`src/rtl/data_island_packet_serializer.sv`:
```
// rtl/data_island_packet_serializer.sv - one-entry packet hold plus 32-cycle data-island serializer with sequential BCH parity.
// Optional SERIALIZER_STATS_EN adds sent-packet and sent-null counters.
module data_island_packet_serializer #(
    parameter int NULL_WHEN_EMPTY = 1
) (
    input  logic        clk_pixel,
    input  logic        reset,
    input  logic        island_active,
    input  logic        pkt_valid,
    output logic        pkt_ready,
    input  logic [23:0] header,
    input  logic [55:0] sub0,
    input  logic [55:0] sub1,
    input  logic [55:0] sub2,
    input  logic [55:0] sub3,
    output logic [8:0]  packet_data,
    output logic        pdata_valid,
    output logic [4:0]  pdata_index,
    output logic        pdata_start
`ifdef SERIALIZER_STATS_EN
    ,
    output logic [15:0] pkt_sent_count,
    output logic [15:0] null_sent_count
`endif
);

    function automatic logic [7:0] ecc_step(input logic [7:0] e, input logic b);
        return (e >> 1) ^ (((e[0] ^ b) != 1'b0) ? 8'h83 : 8'h00);
    endfunction

    logic        hold_full;
    logic [23:0] hold_hdr;
    logic [55:0] hold_sub [4];
    logic [23:0] cur_hdr;
    logic [55:0] cur_sub [4];
    logic        cur_null;
    logic [4:0]  slot_cnt;
    logic [7:0]  hecc;
    logic [7:0]  secc [4];

    logic        at_start;
    logic        running;
    logic        load_hold;
    logic [23:0] src_hdr;
    logic [55:0] src_sub [4];
    logic        src_null;
    logic [31:0] hdr_pad;
    logic [63:0] sub_pad;
    logic [7:0]  hecc_in;
    logic [7:0]  secc_in;
    logic        hbit;
    logic [3:0]  ev;
    logic [3:0]  od;
    logic [7:0]  hecc_nx;
    logic [7:0]  secc_nx [4];
    logic [8:0]  pdata_nx;

    assign pkt_ready = ~hold_full;

    always_comb begin
        at_start  = (slot_cnt == 5'd0);
        running   = island_active && (!at_start || hold_full || (NULL_WHEN_EMPTY != 0));
        load_hold = island_active && at_start && hold_full;
        // Position 0 is emitted from the packet being loaded in that same cycle.
        src_hdr   = cur_hdr;
        src_sub   = cur_sub;
        src_null  = cur_null;
        if (at_start) begin
            src_hdr  = hold_full ? hold_hdr : 24'h0;
            for (int n = 0; n < 4; n++) src_sub[n] = hold_full ? hold_sub[n] : 56'h0;
            src_null = !hold_full;
        end
        hdr_pad = {8'h00, src_hdr};
        hecc_in = at_start ? 8'h00 : hecc;
        if (slot_cnt < 5'd24) begin
            hbit    = hdr_pad[slot_cnt];
            hecc_nx = ecc_step(hecc_in, hbit);
        end else begin
            hbit    = hecc[slot_cnt[2:0]];
            hecc_nx = hecc;
        end
        sub_pad = 64'h0;
        secc_in = 8'h00;
        ev      = 4'h0;
        od      = 4'h0;
        for (int n = 0; n < 4; n++) begin
            sub_pad = {8'h00, src_sub[n]};
            secc_in = at_start ? 8'h00 : secc[n];
            if (slot_cnt < 5'd28) begin
                ev[n]      = sub_pad[{slot_cnt, 1'b0}];
                od[n]      = sub_pad[{slot_cnt, 1'b1}];
                secc_nx[n] = ecc_step(ecc_step(secc_in, ev[n]), od[n]);
            end else begin
                ev[n]      = secc[n][{slot_cnt[1:0], 1'b0}];
                od[n]      = secc[n][{slot_cnt[1:0], 1'b1}];
                secc_nx[n] = secc[n];
            end
        end
        pdata_nx = {od, ev, hbit};
    end

    always_ff @(posedge clk_pixel) begin
        if (reset) begin
            hold_full   <= 1'b0;
            hold_hdr    <= 24'h0;
            hold_sub    <= '{default: 56'h0};
            cur_hdr     <= 24'h0;
            cur_sub     <= '{default: 56'h0};
            cur_null    <= 1'b0;
            slot_cnt    <= 5'd0;
            hecc        <= 8'h00;
            secc        <= '{default: 8'h00};
            packet_data <= 9'h000;
            pdata_valid <= 1'b0;
            pdata_index <= 5'd0;
            pdata_start <= 1'b0;
        end else begin
            if (pkt_valid && !hold_full) begin
                hold_full <= 1'b1;
                hold_hdr  <= header;
                hold_sub  <= '{sub0, sub1, sub2, sub3};
            end else if (load_hold) begin
                hold_full <= 1'b0;
            end
            if (running) begin
                slot_cnt    <= slot_cnt + 5'd1;
                hecc        <= hecc_nx;
                secc        <= secc_nx;
                packet_data <= pdata_nx;
                pdata_valid <= 1'b1;
                pdata_index <= slot_cnt;
                pdata_start <= at_start;
                if (at_start) begin
                    cur_hdr  <= src_hdr;
                    cur_sub  <= src_sub;
                    cur_null <= src_null;
                end
            end else begin
                // Idle, stalled on an empty hold, or aborted mid-slot.
                slot_cnt    <= 5'd0;
                packet_data <= 9'h000;
                pdata_valid <= 1'b0;
                pdata_index <= 5'd0;
                pdata_start <= 1'b0;
            end
        end
    end

`ifdef SERIALIZER_STATS_EN
    always_ff @(posedge clk_pixel) begin
        if (reset) begin
            pkt_sent_count  <= 16'h0;
            null_sent_count <= 16'h0;
        end else if (running && slot_cnt == 5'd31) begin
            if (cur_null) begin
                if (null_sent_count != 16'hFFFF) null_sent_count <= null_sent_count + 16'h1;
            end else begin
                if (pkt_sent_count != 16'hFFFF) pkt_sent_count <= pkt_sent_count + 16'h1;
            end
        end
    end
`endif

endmodule
```
`config.mk`:
```
export PLATFORM = sky130hd
export DESIGN_NAME = data_island_packet_serializer
export DESIGN_NICKNAME = d
export VERILOG_FILES = /design/src/rtl/data_island_packet_serializer.sv
export SDC_FILE = /design/constraint.sdc
export NUM_CORES = 1
export LEC_CHECK = 0
export BUFFER_PORTS_ARGS = -buffer_cell sky130_fd_sc_hd__buf_2
export CAP_MARGIN = 10
export CORE_MARGIN = 3
export CORE_UTILIZATION = 45
export DETAILED_ROUTE_END_ITERATION = 6
export SYNTH_ARGS = -nofsm -noshare
export SYNTH_HDL_FRONTEND = slang
export SYNTH_SLANG_ARGS = --single-unit
```
`constraint.sdc`:
```
create_clock -name clk_pixel -period 5.15 [get_ports clk_pixel]
set_clock_uncertainty 0.05 [all_clocks]
set_input_delay 0.2575 -clock clk_pixel [delete_from_list [all_inputs] [get_ports clk_pixel]]
set_output_delay 0.2575 -clock clk_pixel [all_outputs]
set_load 0.05 [all_outputs]
```
### After elaboration in Yosys (flattened, before gate mapping)

Index checks and enable logic that the tools add are counted.
Widths: inputs -> output; s select.

| word-level totals | value |
|---|---|
| input bits | 252 |
| logic and storage cells | 129 |
| ROM bits | 0 |
| flip-flop bits (word level) | 558 |
| bits in latches | 0 |
| memory bits (writable) | 0 |
| memories | 0 |

| operators by class | value |
|---|---|
| bitwise gates (word level) | 20 |
| $add $sub $neg | 1 |
| multiply operators | 0 |
| order comparisons | 8 |
| divide/modulo/power cells | 0 |
| equality and inequality tests | 0 |
| mux-type cells | 69 |
| shifts and indexed selects | 0 |
| reductions and logical operators | 10 |

Operator list:

| kind | count |
|---|---|
| $mux 224 | 1 |
| $mux 56 | 4 |
| $mux 8 | 14 |
| $xor 7x8->8 | 9 |
| $mux 24 | 2 |
| $bmux 1 s5 | 9 |
| $mux 1 | 30 |
| $bmux 1 s2 | 8 |
| $lt 6x7->1 const B | 2 |
| $lt 3x4->1 const B | 3 |
| $lt 5x5->1 const B | 2 |
| $xor 1x1->1 | 9 |
| $lt 5x6->1 const B | 1 |
| $reduce_and 2->1 | 3 |
| $add 5x1->5 const B | 1 |
| $logic_not 5->1 | 1 |
| $bmux 1 s3 | 1 |
| $logic_and 1x1->1 | 3 |
| $not 1->1 | 2 |
| $reduce_bool 2->1 | 1 |
| $reduce_or 2->1 | 1 |
| $logic_not 1->1 | 1 |

### Depth between registers and ports, before layout

| depth | value |
|---|---|
| depth after elaboration | 10 |
| gate-level depth with buffers | 18 |
| depth with buffers taken out | 11 |

### Worst setup path before layout

No wires, ideal clock.

| timing | value |
|---|---|
| path kind | register to register |
| start | register slot_cnt[0] |
| end | register hecc[0] |
| library setup time | 75 ps |
| slack | 1490 ps |
| arrival time | 3535 ps |
| clock period less this slack | 3660 ps |
| buffers on the path | 5 |
| cell stages (with the launch flop) | 15 |
| cell sequence | dfxtp_1 -> buf_2 -> buf_6 -> inv_2 -> clkbuf_1 -> ha_1 -> nor4b_2 -> buf_4 -> clkbuf_1 -> mux4_2 -> mux4_2 -> nand2_1 -> o21ai_1 -> or4_1 -> a31oi_1 |

| on the way | value |
|---|---|
| longest elaborated chain between the ends | 7 |

Ends and longest elaborated chain:

| element | RTL line | source |
|---|---|---|
| from (decl) | 37 | `logic [4:0] slot_cnt;` |
| from (signal assigned) | 126 | `slot_cnt <= slot_cnt + 5'd1;` |
| $logic_not 5->1 | 61 | `at_start = (slot_cnt == 5'd0);` |
| $mux 24 | 68 | `if (at_start) begin` |
| $bmux 1 s5 | 76 | `hbit = hdr_pad[slot_cnt];` |
| $mux 1 (not written as such) | 76 |  |
| $xor 1x1->1 | 28 | `return (e >> 1) ^ (((e[0] ^ b) != 1'b0) ? 8'h83 : 8'h00);` |
| $mux 8 | 28 |  |
| $xor 7x8->8 | 28 |  |
| to (signal assigned) | 127 | `hecc <= hecc_nx;` |
| to (decl) | 38 | `logic [7:0] hecc;` |

Parallel ways exist; a longest one is shown, timed or not. The select of a mux whose other input is x is not followed.
A chain may end at the register's enable or synchronous reset.

### Final worst setup path

| timing | value |
|---|---|
| start | register slot_cnt[0] |
| end | register secc[7] in the netlist's numbering |

| on the way | value |
|---|---|
| longest elaborated chain between the ends | 10 |

Ends and longest elaborated chain:

| element | RTL line | source |
|---|---|---|
| $logic_not 5->1 | 61 |  |
| $mux 224 | 68 |  |
| $bmux 1 s5 | 90 | `ev[n] = sub_pad[{slot_cnt, 1'b0}];` |
| $mux 1 (not written as such) | 90 |  |
| $xor 1x1->1 | 28 |  |
| $mux 8 | 28 |  |
| $xor 7x8->8 | 28 |  |
| $xor 1x1->1 | 28 |  |
| $mux 8 | 28 |  |
| $xor 7x8->8 | 28 |  |
| to (signal assigned) | 128 | `secc <= secc_nx;` |
| to (decl) | 39 | `logic [7:0] secc [4];` |

Parallel ways exist; a longest one is shown, timed or not. The select of a mux whose other input is x is not followed.

==> qor.csv <==
metric;value;unit
status;finished, final reports clean;
synth-seq-area-share;47.1;%
row_count;83;
post-cts-setup-buffer-count;0;
rsz0062_at_grt;false;
ys_types;74;
fin_crit_sh;79.7;%
yosysTopAreaCell;dfxtp_1;
dp_slack;1.17;ns
place_inst;3595;
netlist_area;23700;um^2
ant_nets;0;
clock_latency;0.62;ns
worstMarginPinSlew;1.21;ns
clk_pin_slew;0.06;ns
nets;3478;
fmax;244;MHz
drc_errors;0;
arrival;4.57;ns
async_flop_share;0;%
cts-root-buf;clkbuf_16;
cpPeakStageDelay;0.56;ns
drt_first_pass_iters;7;
synth_edf_count;0;
cts_buffers;58;
crit_chain;inv_2 > ha_1 > nor4b_4 > buf_4 > buf_4 > mux2i_1 > a211oi_1 > a211oi_1 > o2111ai_1 > a22oi_2 > xnor2_2 > xnor2_1 > a211oi_1;
slew_viol_final;0;
worstHoldPathType;in -> reg;
finalSetupViolations;0;
h-tree-depth;2;
initial_core_util;45.8;%
area_growth;26.6;%
hold_buffers;248;
grt_max_degree;222;
critPathLaunchType;flip-flop;
synth-seq-cells;558;
stdcell_count;3951;
maxCapViolCount;0;
antenna_found_initial;0;
p_comb_share;10.5;%
p_total;10.5;mW
routedWlPerCell;20.2;um
cts_tree;built;
p_int;7.86;mW
slew-limit-headroom;19.4;%
syn-num-nets;3118;
first_iter_violations;2190;
vias;22700;
cp_max_fo;49;
cts.path.max_buffers;3;
port_buffers;268;
overflow;0;
swShare;25.0;%
clkSinkCount;558;
hpwlAfterDp;49700;um
r2r_setup_slack;1.05;ns
synth_top_cell_area_share;47.1;%
critPathRequiredTime;5.62;ns
setup_slack;1.05;ns
die_w;235;um
cts.repair.resized;0;
syn_avg_cell_area;8.27;um^2
period_needed;4.10;ns
clockPowerShare;45.3;%
grt_pass1_wl;125000;um
tns;0;ns
critPathKind;reg -> reg;
via_per_inst;5.74;
io_pins;269;
cp.buffers_inverters;3;
yosysWarningCount;0;
p_leak;11.2;nW
dieArea;55400;um^2
finalHoldViolCount;0;
p_switching;2.62;mW
crit_path_frequent_cell;a211oi_1;
critPathSlowestCell;buf_4;
grt.total_usage;27.8;%
power_density;349;nW/um^2
crit_family;compound AO/OA/AOI/OAI gates;
fp.dieH;235;um
core-area;51700;um^2
p_seq_share;44.2;%
vdd_drop_max;249;uV
drive_gt1_share;15.4;%
grt_pass1_vias;22100;
place.gp.congestion;0.854;
synth_cells;2864;
wirelength;79800;um
end_kind;flip-flop;
yosys-top-cells-area;dfxtp_1, nand2_1, a21oi_1, nand3_1, a22o_1;
synth_ff_type;dfxtp_1;
[power by group through the flow]
stage | clock, mW | sequential [mW] | combinational (mW)
2_1_floorplan | 0 | 4.65 | 0.646
3_3_place_gp | 0 | 4.72 | 0.920
3_5_place_dp | 0 | 4.72 | 0.937
4_1_cts | 4.82 | 4.63 | 1.08
5_1_grt | 5.00 | 4.64 | 1.20
6_report | 4.75 | 4.63 | 1.10
[flip-flops by register name (all words and copies together) (netlist names)]
signal / count
packet_data: 9
pdata_index: 5
hecc: 8
pdata_valid: 1
slot_cnt: 5
hold_hdr: 24
cur_sub: 224
hold_sub: 224
pdata_start: 1
hold_full: 1
cur_hdr: 24
secc: 32
[cell usage in the layout (no fill, tap or decap), drive strengths merged, types with 55 or more instances in the layout]
cell / synthesis / final
mux2i: 58 / 58
a21oi: 410 / 410
buf: 61 / 315
nand2: 741 / 741
nor2: 104 / 104
dlygate4sd3: 0 / 248
a22o: 111 / 111
nand3: 220 / 220
a22oi: 55 / 55
clkbuf: 202 / 72
dfxtp: 558 / 558
[area by class of cell]
type	count	area (um^2)
clock inverter	34	518
timing repair buffer	563	4240
tap	680	851
multi-input combinational	2033	11500
clock buffer	72	1670
antenna	1	2.50
sequential	558	11200
inverter	10	37.5
fill	4563	21700
[cells in the mapped netlist, types with 20 or more instances]
library cell	count
mux4_2	32
clkbuf_1	202
a22o_1	111
nand2_1	741
and2_1	34
a21oi_1	410
mux2i_1	58
dfxtp_1	558
mux2_2	21
and3_1	20
nor2_1	104
a22oi_1	54
a211oi_1	34
buf_2	34
nand3_1	220
[layer usage]
metal  track usage (%)  part of all wire (%)  vias to the layer above
li1                  -                     -                    10700
met1              37.6                    43                    10900
met2              45.3                    47                      900
met3              4.63                   6.8                      163
met4              9.37                   3.3                        0
met5                 0                     0                        -
[worst register-to-register path: cells and delay by family (launching register included)]
| family | cells | cell delay [ns] |
|---|---|---|
| buf+inv | 3 | 1.17 |
| fa+ha+maj | 1 | 0.24 |
| xor+xnor | 2 | 0.30 |
| simple gates | 1 | 0.31 |
| compound gates | 5 | 1.19 |
| flops | 1 | 0.49 |
| mux | 1 | 0.25 |
[final timing paths]
| path | start | to | cells after the start |
|---|---|---|---|
| worst max register to register | slot_cnt[0] | secc[7] | 13 |
| worst max-delay path | slot_cnt[0] | secc[7] | 13 |
| worst min register to register | cur_sub[66] | cur_sub[66] | 2 |
| worst min-delay path | reset | cur_sub[13] | 2 |
[kinds of logic after synthesis]
group                    count (synthesis)  synth area share (%)
AO/OA/AOI/OAI                          731                  19.6
XOR/XNOR                                32                  1.39
adder cells (fa/ha/maj)                  2                 0.106
buffers and inverters                  273                  4.77
flip-flops                             558                  47.1
multiplexers                           112                  6.54
AND/OR/NAND/NOR                       1156                  20.5
[per-stage QoR]
| stage | hold WS, ns | cell area, um^2 | util (%) |
|---|---|---|---|
| final | 0.0778 | 30000 | 58.0 |
| after global routing | 0.0883 | 30000 | 58.0 |
| after CTS | 0.0640 | 30000 | 57.9 |
| after detailed placement | 0.395 | 25300 | 48.9 |
| after global placement | 0.386 | 25300 | 48.9 |
| after floorplan | 0.343 | 23700 | - |
(Power assumes the default switching activity.)
